--- src/rtl/pe_array_ctrl_pkg.sv ---
// Shared types and sizing helpers for the uGEMM PE-array tile sequencer.
package pe_ctrl_pkg;

  typedef enum logic [2:0] {IDLE, CLR, WLOAD, MAC, DRAIN, DONE} state_t;

  // Full rate-coded MAC window for an operand width.
  function automatic int full_win(input int iwidth);
    return 1 << iwidth;
  endfunction

  // Phase counter must hold both the full window and the drain length.
  function automatic int phase_w(input int iwidth, input int rows, input int cols);
    int m;
    m = (full_win(iwidth) > rows + cols) ? full_win(iwidth) : rows + cols;
    return $clog2(m) + 1;
  endfunction

endpackage

--- src/rtl/pe_array_ctrl_if.sv ---
// Start/config request and array-edge control bundle of the tile sequencer.
interface pe_array_ctrl_if #(
  parameter int IWIDTH = 8,
  parameter int TWIDTH = 16
);
  logic              start;
  logic [IWIDTH-1:0] cfg_cyc;
  logic [TWIDTH-1:0] cfg_tiles;
  logic en_i, clr_i, en_w, clr_w, en_o, clr_o;
  logic mac_done, wght_req, ifm_req, rng_clr, busy, done;

  modport master (
    input  start, cfg_cyc, cfg_tiles,
    output en_i, clr_i, en_w, clr_w, en_o, clr_o,
    output mac_done, wght_req, ifm_req, rng_clr, busy, done
  );

  modport slave (
    output start, cfg_cyc, cfg_tiles,
    input  en_i, clr_i, en_w, clr_w, en_o, clr_o,
    input  mac_done, wght_req, ifm_req, rng_clr, busy, done
  );
endinterface

--- src/rtl/pe_array_ctrl.sv ---
// Tile sequencer: clear, weight load, rate-coded MAC window and drain, repeated per tile.
module pe_array_ctrl
  import pe_ctrl_pkg::*;
#(
  parameter int IWIDTH = 8,
  parameter int ROWS   = 8,
  parameter int COLS   = 8,
  parameter int TWIDTH = 16
) (
  input  logic             clk,
  input  logic             rst,
  pe_array_ctrl_if.master  bus
);

  localparam int PW = phase_w(IWIDTH, ROWS, COLS);
  localparam logic [PW-1:0] LEN_ONE = PW'(1);
  localparam logic [PW-1:0] LEN_W   = PW'(ROWS);
  localparam logic [PW-1:0] LEN_D   = PW'(ROWS + COLS - 1);
  localparam logic [PW-1:0] LEN_F   = PW'(full_win(IWIDTH));

  state_t            state, state_nx;
  logic [PW-1:0]     cnt, cnt_nx;
  logic [TWIDTH-1:0] tiles, tiles_nx;
  logic [IWIDTH-1:0] cyc_q;
  logic              cyc_ld;
  logic [PW-1:0]     mac_len;

  assign mac_len = (cyc_q == '0) ? LEN_F : PW'(cyc_q);

  always_ff @(posedge clk) begin
    if (rst) begin
      state <= IDLE;
      cnt   <= '0;
      tiles <= '0;
    end else begin
      state <= state_nx;
      cnt   <= cnt_nx;
      tiles <= tiles_nx;
    end
  end

  // Window length is only consumed after the latch, so it carries no reset.
  always_ff @(posedge clk) begin
    if (cyc_ld) cyc_q <= bus.cfg_cyc;
  end

  always_comb begin
    state_nx = state;
    cnt_nx   = cnt;
    tiles_nx = tiles;
    cyc_ld   = 1'b0;
    if (state == IDLE) begin
      if (bus.start) begin
        cyc_ld   = 1'b1;
        tiles_nx = bus.cfg_tiles;
        cnt_nx   = LEN_ONE;
        state_nx = (bus.cfg_tiles == '0) ? DONE : CLR;
      end
    end else if (cnt != LEN_ONE) begin
      cnt_nx = cnt - LEN_ONE;
    end else begin
      case (state)
        CLR:   begin state_nx = WLOAD; cnt_nx = LEN_W;   end
        WLOAD: begin state_nx = MAC;   cnt_nx = mac_len; end
        MAC:   begin state_nx = DRAIN; cnt_nx = LEN_D;   end
        DRAIN: begin
          tiles_nx = tiles - 1'b1;
          cnt_nx   = LEN_ONE;
          state_nx = (tiles == TWIDTH'(1)) ? DONE : CLR;
        end
        default: begin state_nx = IDLE; cnt_nx = '0; end
      endcase
    end
  end

  // Moore decode from the registered state and phase counter only.
  always_comb begin
    bus.en_i     = 1'b0;
    bus.clr_i    = 1'b0;
    bus.en_w     = 1'b0;
    bus.clr_w    = 1'b0;
    bus.en_o     = 1'b0;
    bus.clr_o    = 1'b0;
    bus.mac_done = 1'b0;
    bus.wght_req = 1'b0;
    bus.ifm_req  = 1'b0;
    bus.rng_clr  = 1'b0;
    bus.busy     = (state != IDLE);
    bus.done     = 1'b0;
    case (state)
      CLR: begin
        bus.clr_i   = 1'b1;
        bus.clr_w   = 1'b1;
        bus.clr_o   = 1'b1;
        bus.rng_clr = 1'b1;
      end
      WLOAD: begin
        bus.en_w     = 1'b1;
        bus.wght_req = 1'b1;
      end
      MAC: begin
        bus.en_i     = 1'b1;
        bus.en_o     = 1'b1;
        bus.ifm_req  = 1'b1;
        bus.mac_done = (cnt == LEN_ONE);
      end
      DONE:    bus.done = 1'b1;
      default: ;
    endcase
  end

endmodule

--- src/flat_wrapper.sv ---
// flat-port wrapper written by rule: the top's interface ports become plain ports
module pe_array_ctrl_flat import pe_ctrl_pkg::*;
#(
  parameter int IWIDTH = 8,
  parameter int ROWS   = 8,
  parameter int COLS   = 8,
  parameter int TWIDTH = 16
)
  (clk, rst, bus_start, bus_cfg_cyc, bus_cfg_tiles, bus_en_i, bus_clr_i, bus_en_w, bus_clr_w, bus_en_o, bus_clr_o, bus_mac_done, bus_wght_req, bus_ifm_req, bus_rng_clr, bus_busy, bus_done);
  pe_array_ctrl_if #(.IWIDTH(IWIDTH), .TWIDTH(TWIDTH)) bus_i ();
  input  logic clk;
  input  logic rst;
  input wire logic [$bits(bus_i.start)-1:0] bus_start;
  input wire logic [$bits(bus_i.cfg_cyc)-1:0] bus_cfg_cyc;
  input wire logic [$bits(bus_i.cfg_tiles)-1:0] bus_cfg_tiles;
  output wire logic [$bits(bus_i.en_i)-1:0] bus_en_i;
  output wire logic [$bits(bus_i.clr_i)-1:0] bus_clr_i;
  output wire logic [$bits(bus_i.en_w)-1:0] bus_en_w;
  output wire logic [$bits(bus_i.clr_w)-1:0] bus_clr_w;
  output wire logic [$bits(bus_i.en_o)-1:0] bus_en_o;
  output wire logic [$bits(bus_i.clr_o)-1:0] bus_clr_o;
  output wire logic [$bits(bus_i.mac_done)-1:0] bus_mac_done;
  output wire logic [$bits(bus_i.wght_req)-1:0] bus_wght_req;
  output wire logic [$bits(bus_i.ifm_req)-1:0] bus_ifm_req;
  output wire logic [$bits(bus_i.rng_clr)-1:0] bus_rng_clr;
  output wire logic [$bits(bus_i.busy)-1:0] bus_busy;
  output wire logic [$bits(bus_i.done)-1:0] bus_done;
  assign bus_i.start = bus_start;
  assign bus_i.cfg_cyc = bus_cfg_cyc;
  assign bus_i.cfg_tiles = bus_cfg_tiles;
  assign bus_en_i = bus_i.en_i;
  assign bus_clr_i = bus_i.clr_i;
  assign bus_en_w = bus_i.en_w;
  assign bus_clr_w = bus_i.clr_w;
  assign bus_en_o = bus_i.en_o;
  assign bus_clr_o = bus_i.clr_o;
  assign bus_mac_done = bus_i.mac_done;
  assign bus_wght_req = bus_i.wght_req;
  assign bus_ifm_req = bus_i.ifm_req;
  assign bus_rng_clr = bus_i.rng_clr;
  assign bus_busy = bus_i.busy;
  assign bus_done = bus_i.done;
  pe_array_ctrl #(.IWIDTH(IWIDTH), .ROWS(ROWS), .COLS(COLS), .TWIDTH(TWIDTH)) u_core (.clk(clk), .rst(rst), .bus(bus_i));
endmodule
--- config.mk ---
export PLATFORM = sky130hd
export DESIGN_NAME = pe_array_ctrl_flat
export DESIGN_NICKNAME = d
export VERILOG_FILES = /design/src/rtl/pe_array_ctrl_pkg.sv /design/src/rtl/pe_array_ctrl_if.sv /design/src/rtl/pe_array_ctrl.sv /design/src/flat_wrapper.sv
export SDC_FILE = /design/constraint.sdc
export NUM_CORES = 1
export LEC_CHECK = 0
export ABC_AREA = 1
export BUFFER_PORTS_ARGS = -buffer_cell sky130_fd_sc_hd__buf_4
export CAP_MARGIN = 10
export CORE_UTILIZATION = 55
export CTS_CLUSTER_DIAMETER = 80
export CTS_CLUSTER_SIZE = 8
export DETAILED_ROUTE_END_ITERATION = 6
export PLACE_DENSITY_LB_ADDON = 0.1
export SLEW_MARGIN = 20
export SYNTH_ARGS = -nofsm -noshare
export SYNTH_HDL_FRONTEND = slang
export SYNTH_SLANG_ARGS = --single-unit
--- constraint.sdc ---
create_clock -name clk -period 1.8 [get_ports clk]
set_input_delay 0.27 -clock clk [delete_from_list [all_inputs] [get_ports clk]]
set_output_delay 0.27 -clock clk [all_outputs]
set_load 0.005 [all_outputs]
* Word level (Yosys, flattened, before mapping)
Cells that the tools add are included.
** Operators by class
- Reduce and logical (&&, ||, !) cells :: 7
- Equality and inequality tests :: 10
- Multiplexer cells :: 22
- Add/subtract/negate cells :: 2
** Operators with widths (count)
- 2-to-1 mux 16 bit :: 4
- 2-to-1 mux 9 bit :: 4
- one-hot mux 9 bit (4 select lines) :: 1
- equality test 16 x 1 -> 1 bit (second input constant) :: 1
- zero test 16 bit :: 1
- subtractor 16 x 1 -> 16 bit (second input constant) :: 1
- 2-to-1 mux 3 bit :: 5
- one-hot mux 3 bit (4 select lines) :: 1
- equality test 9 x 1 -> 1 bit (second input constant) :: 1
- != test 9 x 1 -> 1 bit (second input constant) :: 1
- subtractor 9 x 1 -> 9 bit (second input constant) :: 1
- zero test 8 bit :: 1
- 2-to-1 mux 1 bit :: 7
- equality test 3 x 2 -> 1 bit (second input constant) :: 2
- equality test 3 bit (second input constant) :: 2
- equality test 3 x 1 -> 1 bit (second input constant) :: 1
- zero test 3 bit :: 1
- AND reduction 3 bit :: 1
- nonzero test 3 bit :: 1
- != test 2 x 1 -> 1 bit (second input constant) :: 1
- != test 2 bit (second input constant) :: 1
- AND reduction 2 bit :: 1
- nonzero test 2 bit :: 1
** Word-level totals
- Bits in registers :: 36
- Output and inout bits :: 12
- Input port bits :: 27

* Longest topological paths before layout
Gate-level depths: netlist of the first run.
- Word-level depth :: 5
- Depth in mapped cells :: 11

* Worst setup path after synthesis of the first run
OpenSTA, ideal clock, no wires.
- Path type :: reg2reg
- Start point :: reg u_core.cnt[0]
- End point :: reg u_core.tiles[5]
- Library setup time :: 0.115 ns
- Path buffers :: 1
- Setup slack :: 0.314 ns
- Arrival :: 1.372 ns
- Stages on the path, launching flop included :: 10
- Period minus slack after synthesis :: 1.486 ns
- Cells stage by stage :: dfxtp_1 ha_1 nand2_1 nor2_1 nand3_4 a21oi_4 buf_6 o21ai_0 inv_1 nor2_1
** On the way
- Cells in the longest elaborated chain, start to end :: 3
** Ends and longest elaborated chain
- start, declared :: RTL line pe_array_ctrl.sv:22 : logic [PW-1:0] cnt, cnt_nx;
- start signal, assigned :: RTL line pe_array_ctrl.sv:37 : cnt <= cnt_nx;
- != test 9 x 1 -> 1 bit :: RTL line pe_array_ctrl.sv:59 : end else if (cnt != LEN_ONE) begin
- != test 2 x 1 -> 1 bit (no source line)
- AND reduction 3 bit (no source line)
- end signal, assigned :: RTL line pe_array_ctrl.sv:38 : tiles <= tiles_nx;
- end, declared :: RTL line pe_array_ctrl.sv:23 : logic [TWIDTH-1:0] tiles, tiles_nx;
No other way between the ends.
A chain may end at the register's enable or synchronous reset.

* Worst setup path in the final report of the first run
- Start point :: reg u_core.state[2]
- End point :: out bus_mac_done
** On the way
- Cells in the longest elaborated chain, start to end :: 2
** Ends and longest elaborated chain
- start, declared :: RTL line pe_array_ctrl.sv:21 : state_t state, state_nx;
- start signal, assigned :: RTL line pe_array_ctrl.sv:36 : state <= state_nx;
- equality test 3 x 2 -> 1 bit :: RTL line pe_array_ctrl.sv:90 : case (state)
- 2-to-1 mux 1 bit :: RTL line pe_array_ctrl.sv:90
- end, declared :: RTL line flat_wrapper.sv:22 : output wire logic [$bits(bus_i.mac_done)-1:0] bus_mac_done;
No other way between the ends.

==> impl_metrics.tcl, run 1 <==
set metrics [dict create \
    status "finished clean" \
    routed_wl_um 5990 \
    drtIter0Drc 296 \
    port_buffers 38 \
    io_pins 39 \
    gp_congestion 0.947 \
    holdWs_ns 0.162 \
    leakage_nw 1.30 \
    worstPathArrival_ns 1.42 \
    clock_sinks 36 \
    vias 2522 \
    antenna_found_initial 0 \
    crit_required_ns 1.53 \
    cp-startpoint "u_core.state[2]" \
    initial_core_util_pct 58.7 \
    max_cap_violations 0 \
    critPathKind "reg -> out" \
    grt-ovfl-total 0 \
    synth_cell_type_count 34 \
    end_kind "output pin" \
    skew_ns 0.00738 \
    rsz0062_at_grt "no" \
    numCtsBuffers 5 \
    ant_nets 0 \
    yosysWarnings 0 \
    layout_commonest_cell "nand2_1" \
    ys_seq_area_share_pct 33.1 \
    worstRegToRegCells 9 \
    use_met1_pct 40.6 \
    rr_endpoint "u_core.tiles[10]" \
    final_core_util_pct 69.0 \
    clk_latency_ns 0.28 \
    core.rowCount 23 \
    cts.clk_slew.worst_paths_ns 0.07 \
    hp-class "in -> reg" \
    timing.final.crit_share_pct 93.9 \
    drive_gt1_share_pct 17.0 \
    area_growth_pct 17.4 \
    diodes 0 \
    synth_area_um2 2420 \
    route.detailed.drc 0 \
    synth.avg_cell_area_um2 6.38 \
    hold_violations 0 \
    cts_buffer_depth 2 \
    grt_usage_pct 27.5 \
    dpl.hpwl_um 4340 \
    maxSlewViolCount 0 \
    crit_chain "inv_2 > nand2_1 > nor2_4 > inv_1 > nor3_2 > buf_4" \
    root_buffer "clkbuf_8" \
    nNetsFinal 447 \
    gr-usage-met3_pct 4.67 \
    grt_pass1_wl_um 9450 \
    crit_fanout 5 \
    die_width_um 68.3 \
    endpoint "bus_mac_done" \
    layout_common_cells "100 x nand2_1, 62 x nor2_1, 44 x buf_4" \
    start_kind "flop" \
    cp_slowest_stage_delay_ns 0.32 \
    coreArea_um2 4120 \
    fp.dieH_um 68.3 \
    powerDensity_nw_per_um2 2200 \
    wire_per_inst_um 12.8 \
    reg2reg_setup_slack_ns 0.17 \
    ys_ff_latch 36 \
    syn-num-nets 410 \
    use_met2_pct 39.8 \
    first_pass_iters 5 \
    vdd_drop_max_v 0.00147 \
    timing.setup.tns_ns 0 \
    finalCriticalPeriod_ns 1.69 \
    cp_slowest_cell "dfxtp_1" \
    reg2reg_from "u_core.cnt[0]" \
    cts_max_level 2 \
    tightest_slew_ns 0.517 \
    setup_violations 0 \
    fmax_mhz 591 \
    vias_per_cell 5.40 \
    dieArea_um2 4660 \
    n_fill_cell 412 \
    cts_tree "done" \
    grt_pass1_vias 2089 \
    synth_cells 379 \
    busiest_layer "met1" \
    power_w 0.00626 \
    maxSlewHeadroom_pct 65.2 \
    grt_max_degree 20 \
]
cell families after synthesis:
group | share of synthesized area (%)
adder cells (fa/ha/maj) | 2.07
AND/OR/NAND/NOR | 40.5
flip-flops | 33.1
XOR/XNOR | 0.362
buffers and inverters | 10.9
AO/OA/AOI/OAI | 13.1
power by group:
| group | switching (W) | total (W) | internal [W] |
|---|---|---|---|
| clock network | 0.000290 | 0.000560 | 0.000270 |
| logic | 0.00269 | 0.00422 | 0.00153 |
| registers | 0.000306 | 0.00148 | 0.00118 |
flip-flops by register name, indices dropped and copies added (netlist names):
register and flops:
u_core.cnt 9, u_core.cyc_q 8, u_core.tiles 16, u_core.state 3
synth_stat cells:
master    count  area share [%]
nand2_1     100              16
nor2_1       65              10
inv_1        41             6.4
nand3_1      34             7.0
dfxtp_1      28              23
o21ai_0      24             5.0
a21oi_1      21             4.3
edfxtp_1      8             9.9
nor3_1        7             1.4
buf_4         6             1.9
clkbuf_1      5            0.78
nand4_1       5             1.3
ha_1          4             2.1
o21ai_1       4            0.83
nand2_4       3             1.4
a21oi_2       2            0.72
buf_2         2            0.41
buf_6         2            0.93
nand3b_1      2            0.62
o211ai_1      2            0.62
a21oi_4       1            0.67
a31oi_1       1            0.26
and2_1        1            0.26
clkinv_4      1            0.36
inv_2         1            0.16
nand2_2       1            0.26
nand2_8       1            0.83
nand3_4       1            0.72
nor2_4        1            0.47
nor4_1        1            0.26
o21ai_2       1            0.36
o21bai_1      1            0.31
or2_2         1            0.26
xor2_1        1            0.36
layer usage:
metal	vias to the layer above	wire length [um]	part of all wire, %
li1	1286	-	-
met1	1101	2900	48
met2	127	2580	43
met3	8	458	7.6
met4	0	63	1.1
met5	-	0	0
repair_timing:
item                       4_1_cts  5_1_grt
gates resized for setup          2        6
setup buffers                    0        1
hold buffers                     0        0
pin swaps                        0        1
setup endpoints to repair        1       22
cell type report:
class                           count  area [um^2]  area share [%]
Tap cell                           50         62.6            2.20
Timing Repair Buffer               45          350            12.3
Clock buffer                        7         76.3            2.69
Multi-Input combinational cell    285         1380            48.5
Sequential cell                    36          803            28.3
Clock inverter                      1         3.75           0.132
Inverter                           43          166            5.86
critical path: cells and delay by family, from the launching register on:
kind / cells / cell delay, ns
simple gates: 3 / 0.43
buf+inv: 3 / 0.38
flops: 1 / 0.32
per-stage QoR:
stage          cells  area [um^2]  worst slack [ns]
2_1_floorplan    379         2420             0.314
3_3_place_gp     458         2710             0.161
3_5_place_dp     458         2710            0.0882
4_1_cts          466         2800            0.0198
5_1_grt          467         2840           0.00755
6_report         467         2840             0.109
how the worst min path moves through the flow:
stage | startpoint | endpoint | slack [ns] | cells after the start
floorplan | bus_cfg_cyc[0] | u_core.cyc_q[0] | 0.37 | 0
global placement | bus_cfg_cyc[1] | u_core.cyc_q[1] | 0.45 | 1
detailed placement | bus_cfg_cyc[2] | u_core.cyc_q[2] | 0.45 | 1
CTS | bus_cfg_cyc[2] | u_core.cyc_q[2] | 0.16 | 1
global route | bus_cfg_cyc[2] | u_core.cyc_q[2] | 0.16 | 1
finish | bus_cfg_cyc[0] | u_core.cyc_q[0] | 0.16 | 1
Note: power is estimated with default switching activity, not from simulation.
==> run 2: changes to the inputs <==
==> constraint.sdc (replaced) <==
create_clock -name clk -period 1.8 [get_ports clk]
set_input_delay 0.18 -clock clk [delete_from_list [all_inputs] [get_ports clk]]
set_output_delay 0.18 -clock clk [all_outputs]
set_load 0.005 [all_outputs]
==> run 2 against run 1 <==
  * Critical path depth did not move
  * Hold slack worse by 0.11 ns
  * Clock power rose by 7.0%
  * Clock skew fell by 0.0026 ns
  * Largest power group unchanged
==> impl_metrics.tcl, run 2 (synthesis gave the netlist of run 1 again) <==
set metrics [dict create \
    initial_core_util_pct 58.7 \
    vdd_drop_max_v 0.00112 \
    dieArea_um2 4660 \
    start_kind "flop" \
    postLayoutCellArea_um2 2850 \
    maxSlewHeadroom_pct 69.0 \
    layout_commonest_cell "nand2_1" \
    vias_per_cell 5.35 \
    port_buffers 38 \
    clk_latency_ns 0.30 \
    coreArea_um2 4120 \
    crit_fanout 5 \
    fp.dieH_um 68.3 \
    timing.final.crit_share_pct 93.2 \
    reg.largest.list "u_core.tiles: 16 flops, u_core.cnt: 9 flops, u_core.cyc_q: 8 flops" \
    fmax_mhz 596 \
    reg2reg_setup_slack_ns 0.20 \
    hp-class "in -> reg" \
    power_switching_share_pct 52.5 \
    n_fill_cell 383 \
    cp-startpoint "u_core.state[2]" \
    core.rowCount 23 \
    layout_common_cells "99 x nand2_1, 62 x nor2_1, 44 x buf_4" \
    largest-register "u_core.tiles" \
    drive_gt1_share_pct 18.0 \
    skew_ns 0.00477 \
    dpl.hpwl_um 4430 \
    timing.setup.tns_ns 0 \
    antenna_found_initial 0 \
    clkPwrFrac_pct 9.5 \
    tightest_slew_ns 0.461 \
    vias 2499 \
    cts.clk_slew.worst_paths_ns 0.08 \
    diodes 0 \
    cts_tree "done" \
    drtIter0Drc 211 \
    numCtsBuffers 5 \
    crit_required_ns 1.62 \
    grt_usage_pct 27.3 \
    status "finished clean" \
    route.detailed.drc 0 \
    nNetsFinal 447 \
    multi_input_area_um2 1370 \
    reg2reg_from "u_core.cnt[4]" \
    dpl.cell_count 458 \
    powerDensity_nw_per_um2 2210 \
    rr_endpoint "u_core.tiles[12]" \
    io_pins 39 \
    final_core_util_pct 69.1 \
    endpoint "bus_mac_done" \
    clock_sinks 36 \
    cts_max_level 2 \
    wire_per_inst_um 12.7 \
    power_w 0.00628 \
    max_cap_violations 0 \
    internal-power_w 0.00298 \
    area_growth_pct 17.7 \
    maxSlewViolCount 0 \
    placed_cell_area_um2 2710 \
    die_width_um 68.3 \
    final_cells 467 \
    leakage_nw 1.30 \
    routed_wl_um 5950 \
    seqPwrFrac_pct 23.7 \
    root_buffer "clkbuf_8" \
    hold_violations 0 \
    first_pass_iters 5 \
    hold_buffers 0 \
    finalCriticalPeriod_ns 1.68 \
    grt_pass1_wl_um 9270 \
    setup_violations 0 \
    combPwrFrac_pct 66.8 \
    power.switching_w 0.00329 \
    grt-ovfl-total 0 \
    critPathKind "reg -> out" \
    grt_max_degree 20 \
    gp_congestion 0.934 \
    largest_register_ffs 16 \
    end_kind "output pin" \
    grt_pass1_vias 1974 \
    worstPathArrival_ns 1.50 \
    ant_nets 0 \
    cts_buffer_depth 2 \
    worstRegToRegCells 9 \
    rsz0062_at_grt "no" \
    seqCellArea_um2 805 \
]
run 2: final cells by class:
class / count / share of cell area, %
clock buffers: 5 / 2.42
clock inverters: 3 / 0.836
inverters: 43 / 5.85
multi-input cells: 285 / 48.1
flip-flops and latches: 36 / 28.3
well taps: 50 / 2.20
repair buffers: 45 / 12.3
run 2: repair_timing:
item / CTS / global route
setup endpoints to repair: 1 / 21
gates resized for setup: 1 / 9
endpoints found under the hold margin: 0 / 0
setup buffers: 0 / 1
pin swaps: 0 / 1
run 2: power by group through the flow:
stage	Combinational, W	Clock [W]	Sequential (W)
after global routing	0.00468	0.000642	0.00153
after CTS	0.00400	0.000613	0.00147
after detailed placement	0.00398	0	0.00149
after global placement	0.00395	0	0.00147
final	0.00419	0.000599	0.00149
after floorplan	0.00316	0	0.00142
run 2: worst max-delay path, cell delays in order, from the launching register on:
cell and delay, ns:
dfxtp_1 0.33, inv_2 0.15, nand2_1 0.15, nor2_4 0.14, inv_1 0.09, nor3_1 0.20
buf_4 0.14
run 2: layer usage:
metal	vias to the layer above	part of all wire (%)	global-route usage [%]
met1	1105	48	39.8
met2	100	42	39.1
li1	1286	-	-
met5	-	0	0
met3	8	8.7	6.00
met4	0	1.3	9.11
run 2: how the worst min path moves through the flow:
stage,start,end,cells past startpoint
global placement,bus_cfg_cyc[4],u_core.cyc_q[4],1
CTS,bus_cfg_cyc[2],u_core.cyc_q[2],1
floorplan,bus_cfg_cyc[0],u_core.cyc_q[0],0
global route,bus_cfg_cyc[4],u_core.cyc_q[4],1
detailed placement,bus_cfg_cyc[2],u_core.cyc_q[2],1
finish,bus_cfg_cyc[0],u_core.cyc_q[0],1
run 2: stage by stage:
| stage | hold slack (ns) | setup WS, ns |
|---|---|---|
| final | 0.0519 | 0.123 |
| after global routing | 0.0353 | 0.0304 |
| after CTS | 0.0462 | 0.0170 |
| after detailed placement | 0.359 | 0.0986 |
| after global placement | 0.359 | 0.159 |
| after floorplan | 0.279 | 0.314 |
